`config.mk`:
```
export PLATFORM = sky130hd
export DESIGN_NAME = gray_step_decoder
export DESIGN_NICKNAME = d
export VERILOG_FILES = /design/src/rtl/gray_pkg.sv /design/src/rtl/sync_bus.sv /design/src/rtl/gray_step_decoder.sv
export SDC_FILE = /design/constraint.sdc
export NUM_CORES = 1
export LEC_CHECK = 0
export BUFFER_PORTS_ARGS = -buffer_cell sky130_fd_sc_hd__buf_4
export CORE_ASPECT_RATIO = 1.25
export CORE_MARGIN = 4
export CORE_UTILIZATION = 45
export DETAILED_ROUTE_END_ITERATION = 8
export HOLD_SLACK_MARGIN = 0.03
export MAX_ROUTING_LAYER = met4
export PLACE_DENSITY = 0.76
export SETUP_SLACK_MARGIN = 0.5
export SYNTH_ARGS = -nofsm -noshare
export SYNTH_HDL_FRONTEND = slang
export SYNTH_SLANG_ARGS = --single-unit
```
`constraint.sdc`:
```
create_clock -name CLK -period 6.2 [get_ports CLK]
set_input_delay 0.62 -clock CLK [delete_from_list [all_inputs] [get_ports CLK]]
set_output_delay 0.62 -clock CLK [all_outputs]
set_load 0.05 [all_outputs]
```
`src/rtl/gray_pkg.sv`:
```
// Shared types and helpers for the Gray-code receiver and its bench.
// Helpers work on MaxWidth-bit vectors; callers zero-extend narrower buses.
package gray_pkg;

  localparam int unsigned MaxWidth = 8;
  localparam logic [7:0] ErrCntMax = 8'd255;

  typedef enum logic [1:0] {
    StInit,
    StTrack,
    StFault
  } gray_state_e;

  // Bits at or above 'width' are masked so stray upper bits cannot leak into the decode.
  function automatic logic [MaxWidth-1:0] gray2bin(input logic [MaxWidth-1:0] g,
                                                   input int unsigned width);
    logic [MaxWidth-1:0] gm;
    logic [MaxWidth-1:0] b;
    gm = g & ((MaxWidth'(1) << width) - MaxWidth'(1));
    b[MaxWidth-1] = gm[MaxWidth-1];
    for (int i = MaxWidth - 2; i >= 0; i--) begin
      b[i] = b[i+1] ^ gm[i];
    end
    return b;
  endfunction

  function automatic logic [MaxWidth-1:0] bin2gray(input logic [MaxWidth-1:0] b);
    return b ^ (b >> 1);
  endfunction

endpackage

```
`src/rtl/sync_bus.sv`:
```
// Multi-flop synchroniser for a Gray-coded bus; only one bit changes per step,
// so per-bit metastability resolves to either the old or the new code.
module sync_bus #(
  parameter int unsigned Width  = 4,
  parameter int unsigned Stages = 2
) (
  input  logic             clk_i,
  input  logic             rst_ni,
  input  logic [Width-1:0] d_i,
  output logic [Width-1:0] q_o
);

  logic [Stages-1:0][Width-1:0] sync_q;

  always_ff @(posedge clk_i or negedge rst_ni) begin
    if (!rst_ni) begin
      sync_q <= '0;
    end else begin
      sync_q <= {sync_q[Stages-2:0], d_i};
    end
  end

  assign q_o = sync_q[Stages-1];

endmodule

```
`src/rtl/gray_step_decoder.sv`:
```
// Gray-bus receiver: synchronise, decode to binary, classify +/-1 steps,
// track a signed position and count illegal jumps.
module gray_step_decoder
  import gray_pkg::*;
#(
  parameter int unsigned WIDTH       = 4,
  parameter int unsigned SYNC_STAGES = 2,
  parameter int unsigned POS_W       = 16
) (
  input  logic             CLK,
  input  logic             RST_N,
  input  logic [WIDTH-1:0] GRAY_IN,
  input  logic             EN,
  output logic [WIDTH-1:0] BIN_OUT,
  output logic             VALID,
  output logic             STEP,
  output logic             DIR_UP,
  output logic             ERR,
  output logic [POS_W-1:0] POS,
  output logic [7:0]       ERR_CNT
);

  localparam int unsigned FillW = $clog2(SYNC_STAGES + 1);

  logic [WIDTH-1:0] g_sync;
  logic [WIDTH-1:0] g_prev_q;
  logic [WIDTH-1:0] b_new;
  logic [WIDTH-1:0] delta;
  logic             is_up;
  logic             is_down;
  logic             is_hold;
  logic             filled;
  logic             stable;

  gray_state_e      state_q, state_d;
  logic [FillW-1:0] fill_q, fill_d;
  logic [WIDTH-1:0] bin_q, bin_d;
  logic             valid_q, valid_d;
  logic             step_q, step_d;
  logic             dir_q, dir_d;
  logic             err_q, err_d;
  logic [POS_W-1:0] pos_q, pos_d;
  logic [7:0]       err_cnt_q, err_cnt_d;

  sync_bus #(
    .Width  (WIDTH),
    .Stages (SYNC_STAGES)
  ) u_sync_bus (
    .clk_i  (CLK),
    .rst_ni (RST_N),
    .d_i    (GRAY_IN),
    .q_o    (g_sync)
  );

  assign b_new   = WIDTH'(gray2bin(MaxWidth'(g_sync), WIDTH));
  assign delta   = b_new - bin_q;
  assign is_up   = (delta == WIDTH'(1));
  assign is_down = (delta == '1);
  assign is_hold = (delta == '0);
  assign stable  = (g_sync == g_prev_q);

  // INIT must not latch the reset zeros still sitting in the synchroniser.
  assign filled = (fill_q == FillW'(SYNC_STAGES));
  assign fill_d = filled ? fill_q : fill_q + FillW'(1);

  always_comb begin
    state_d   = state_q;
    bin_d     = bin_q;
    valid_d   = valid_q;
    step_d    = 1'b0;
    dir_d     = dir_q;
    err_d     = 1'b0;
    pos_d     = pos_q;
    err_cnt_d = err_cnt_q;

    if (EN) begin
      unique case (state_q)
        StInit: begin
          if (filled) begin
            bin_d   = b_new;
            valid_d = 1'b1;
            state_d = StTrack;
          end
        end
        StTrack: begin
          if (is_up) begin
            bin_d  = b_new;
            step_d = 1'b1;
            dir_d  = 1'b1;
            pos_d  = pos_q + POS_W'(1);
          end else if (is_down) begin
            bin_d  = b_new;
            step_d = 1'b1;
            dir_d  = 1'b0;
            pos_d  = pos_q - POS_W'(1);
          end else if (!is_hold) begin
            err_d     = 1'b1;
            err_cnt_d = (err_cnt_q == ErrCntMax) ? err_cnt_q : err_cnt_q + 8'd1;
            valid_d   = 1'b0;
            state_d   = StFault;
          end
        end
        StFault: begin
          // Resync only once the bus has settled for a full cycle.
          if (stable) begin
            bin_d   = b_new;
            valid_d = 1'b1;
            state_d = StTrack;
          end
        end
        default: state_d = StInit;
      endcase
    end
  end

  always_ff @(posedge CLK or negedge RST_N) begin
    if (!RST_N) begin
      state_q   <= StInit;
      fill_q    <= '0;
      g_prev_q  <= '0;
      bin_q     <= '0;
      valid_q   <= 1'b0;
      step_q    <= 1'b0;
      dir_q     <= 1'b0;
      err_q     <= 1'b0;
      pos_q     <= '0;
      err_cnt_q <= '0;
    end else begin
      state_q   <= state_d;
      fill_q    <= fill_d;
      g_prev_q  <= g_sync;
      bin_q     <= bin_d;
      valid_q   <= valid_d;
      step_q    <= step_d;
      dir_q     <= dir_d;
      err_q     <= err_d;
      pos_q     <= pos_d;
      err_cnt_q <= err_cnt_d;
    end
  end

  assign BIN_OUT = bin_q;
  assign VALID   = valid_q;
  assign STEP    = step_q;
  assign DIR_UP  = dir_q;
  assign ERR     = err_q;
  assign POS     = pos_q;
  assign ERR_CNT = err_cnt_q;

endmodule
```
==> flow_metrics.env <==
export IMPL_placed_area_mm2=0.00301
export IMPL_clock_skew_ps=7.32
export IMPL_wl_per_cell_um=14.4
export IMPL_ctsHoldBuffers=0
export IMPL_cts_max_path_buffers=2
export IMPL_cts_sinks=48
export IMPL_post_cts_resized=0
export IMPL_die_area_mm2=0.00720
export IMPL_status="finished, final reports clean"
export IMPL_clk_latency_ps=300
export IMPL_globalplace_congestion=0.883
export IMPL_postLayoutCellArea_mm2=0.00310
export IMPL_vias=2020
export IMPL_post_cts_setup_buffers=0
export IMPL_ff2ff_setup_slack_ps=1670
export IMPL_diodes=0
export IMPL_ys_types=42
export IMPL_grt_pass1_vias=2119
export IMPL_syn_area_per_cell_um2=10.4
export IMPL_max_freq_ghz=0.221
export IMPL_relSlewSlack=0.605
export IMPL_worstHoldPathType="in -> async"
export IMPL_setup_viol=0
export IMPL_layout_common_cells="48 x dfrtp_1, 38 x buf_4, 26 x o21ai_0"
export IMPL_layout_commonest_cell="dfrtp_1"
export IMPL_floorplan_initialDensity=0.460
export IMPL_antenna_found_initial=0
export IMPL_ant_nets=0
export IMPL_die_width_um=76.7
export IMPL_cts_tree="yes"
export IMPL_ys_seq_area_frac=0.452
export IMPL_cts_root_buf="clkbuf_8"
export IMPL_die_h_um=93.9
export IMPL_synthToLayoutAreaGrowth_pct=16.5
export IMPL_drt_total_wl_um=5250
export IMPL_syn_inst=256
export IMPL_vias_per_cell=5.55
export IMPL_syn_nets=284
export IMPL_seq_area_mm2=0.00120
export IMPL_cts_reportedPaths_clkPinSlew_ps=90
export IMPL_reg2reg_depth=14
export IMPL_drtPass1Iterations=4
export IMPL_hpwl_um=3870
export IMPL_design_core_area_mm2=0.00578
export IMPL_final_util=0.536
export IMPL_endpoint_kind="register"
export IMPL_grt_first_pass_wirelength_um=9310
export IMPL_io_pins=39
export IMPL_port_buffers=38
export IMPL_critPathRequiredTime_ps=6420
export IMPL_rows=31
export IMPL_grt_max_degree=49
export IMPL_startpoint_type="register"
export IMPL_multi_input_area_mm2=0.00139
export IMPL_overflow=0
export IMPL_worstSetupPathType="reg -> reg"
export IMPL_numCtsBuffers=5
export IMPL_cp_max_fo=20
export IMPL_ys_ff_latch=48
export IMPL_fill_cells=542
export IMPL_r2r_start="u_sync_bus.q_o[3]$_DFF_PN0_"
export IMPL_drcViolationCount=0
export IMPL_min_period_ps=4530
export IMPL_final_nets=325
export IMPL_maxCapViolCount=0
export IMPL_drv_slew=0
export IMPL_drive_gt1_frac=0.185
export IMPL_max_slew_worst_pin_slew_ps=589
export IMPL_finalCritPeriodShare=0.730
export IMPL_yosys_warnings=0
export IMPL_synth_cell_area_mm2=0.00266
export IMPL_drtIter0Drc=94
export IMPL_rsz0062_at_grt="false"
export IMPL_tns_ps=0
export IMPL_cp_arrival_ps=4740
export IMPL_grt_usage=0.163
export IMPL_final_hold_viol_count=0
export IMPL_htreeDepth=2
export IMPL_rr_endpoint="POS[12]$_DFFE_PN0P_"
## cell usage after synthesis
| master | n | area [um2] |
|---|---|---|
| a311oi_1 | 1 | 8.76 |
| nand4_1 | 5 | 31.3 |
| clkbuf_1 | 3 | 11.3 |
| nand3b_1 | 2 | 15.0 |
| or3_4 | 1 | 11.3 |
| a211oi_1 | 2 | 15.0 |
| a21oi_1 | 14 | 70.1 |
| a211o_2 | 2 | 20.0 |
| buf_2 | 1 | 5.00 |
| fa_1 | 2 | 40.0 |
| and4b_2 | 1 | 11.3 |
| inv_1 | 14 | 52.6 |
| o31ai_1 | 3 | 22.5 |
| o211ai_1 | 3 | 22.5 |
| o31a_1 | 1 | 8.76 |
| o211a_1 | 1 | 10.0 |
| o311a_1 | 1 | 10.0 |
| and2_1 | 1 | 6.26 |
| a31oi_1 | 4 | 25.0 |
| nor3_1 | 2 | 10.0 |
| xnor2_1 | 19 | 166 |
| nand2_1 | 25 | 93.8 |
| nand3_1 | 9 | 45.0 |
| and3b_4 | 1 | 12.5 |
| dfrtp_1 | 48 | 1200 |
| nor2_1 | 6 | 22.5 |
| a21o_1 | 7 | 52.6 |
| mux2_4 | 2 | 30.0 |
| nand4b_1 | 1 | 8.76 |
| mux2i_1 | 4 | 40.0 |
| and3_1 | 3 | 18.8 |
| a211o_1 | 2 | 17.5 |
| nor4_1 | 1 | 6.26 |
| a21o_4 | 1 | 15.0 |
| xor2_1 | 11 | 96.3 |
| o21ai_0 | 26 | 130 |
| nor4b_1 | 1 | 8.76 |
| nand2b_1 | 2 | 12.5 |
| mux2_2 | 1 | 11.3 |
| o21bai_1 | 1 | 7.51 |
| ha_1 | 19 | 238 |
| o21a_1 | 2 | 15.0 |
## flip-flops by register name, summed over array words and instances, names as in the netlist
name,flops
fill_q,2
u_sync_bus.sync_q,4
ERR_CNT,8
DIR_UP,1
BIN_OUT,4
state_q,2
ERR,1
VALID,1
POS,16
g_prev_q,4
STEP,1
u_sync_bus.q_o,4
## per-layer routing
metal	vias to the layer above	wire, um	GRT usage
li1	1001	-	-
met1	973	2330	0.188
met2	36	2630	0.285
met3	10	204	0.0345
met4	0	87	0.0544
met5	-	0	-
## through the flow
stage / setup slack, ps / hold slack (ps) / instances
after floorplan: 2180 / 324 / 256
final: 1670 / 313 / 364
after global routing: 1310 / 367 / 364
after detailed placement: 1670 / 335 / 356
after CTS: 1640 / 341 / 364
after global placement: 1870 / 334 / 356
## cell families (layout without fill, tap and decap cells)
| group | after synthesis | count (layout) | synth area share |
|---|---|---|---|
| AO/OA/AOI/OAI | 71 | 71 | 0.170 |
| AND/OR/NAND/NOR | 61 | 61 | 0.118 |
| flip-flops | 48 | 48 | 0.452 |
| XOR/XNOR | 30 | 30 | 0.0989 |
| adder cells (fa/ha/maj) | 21 | 21 | 0.105 |
| buffers and inverters | 18 | 60 | 0.0259 |
| multiplexers | 7 | 7 | 0.0306 |
## worst max-delay path: stages, from the launching register on
cell	delay [ps]
dfrtp_1	460
xor2_1	290
xor2_1	290
xnor2_1	180
ha_1	210
and3b_4	210
or3_4	400
a211o_2	510
ha_1	400
o211ai_1	200
a21oi_1	60
a211oi_1	520
o21ai_0	300
mux2i_1	170
o31ai_1	220
## cell type report
| class | instances | share of cell area |
|---|---|---|
| inverter | 14 | 0.0170 |
| sequential | 48 | 0.388 |
| clock inverter | 3 | 0.00606 |
| tap | 66 | 0.0267 |
| timing repair buffer | 38 | 0.0922 |
| clock buffer | 5 | 0.0222 |
| multi-input combinational | 190 | 0.448 |
## worst max path at each step
| stage | slack (ps) | startpoint | endpoint |
|---|---|---|---|
| 6_report | 1670 | u_sync_bus.q_o[3]$_DFF_PN0_ | POS[12]$_DFFE_PN0P_ |
| 5_1_grt | 1310 | u_sync_bus.q_o[3]$_DFF_PN0_ | POS[12]$_DFFE_PN0P_ |
| 4_1_cts | 1640 | u_sync_bus.q_o[3]$_DFF_PN0_ | POS[12]$_DFFE_PN0P_ |
| 3_5_place_dp | 1670 | u_sync_bus.q_o[3]$_DFF_PN0_ | POS[12]$_DFFE_PN0P_ |
| 3_3_place_gp | 1870 | u_sync_bus.q_o[3]$_DFF_PN0_ | POS[12]$_DFFE_PN0P_ |
| 2_1_floorplan | 2180 | u_sync_bus.q_o[3]$_DFF_PN0_ | POS[15]$_DFFE_PN0P_ |
Power is left out: the tool's default activity adds up to more than one toggle a clock period on the data nets, which glitch-free logic cannot reach.
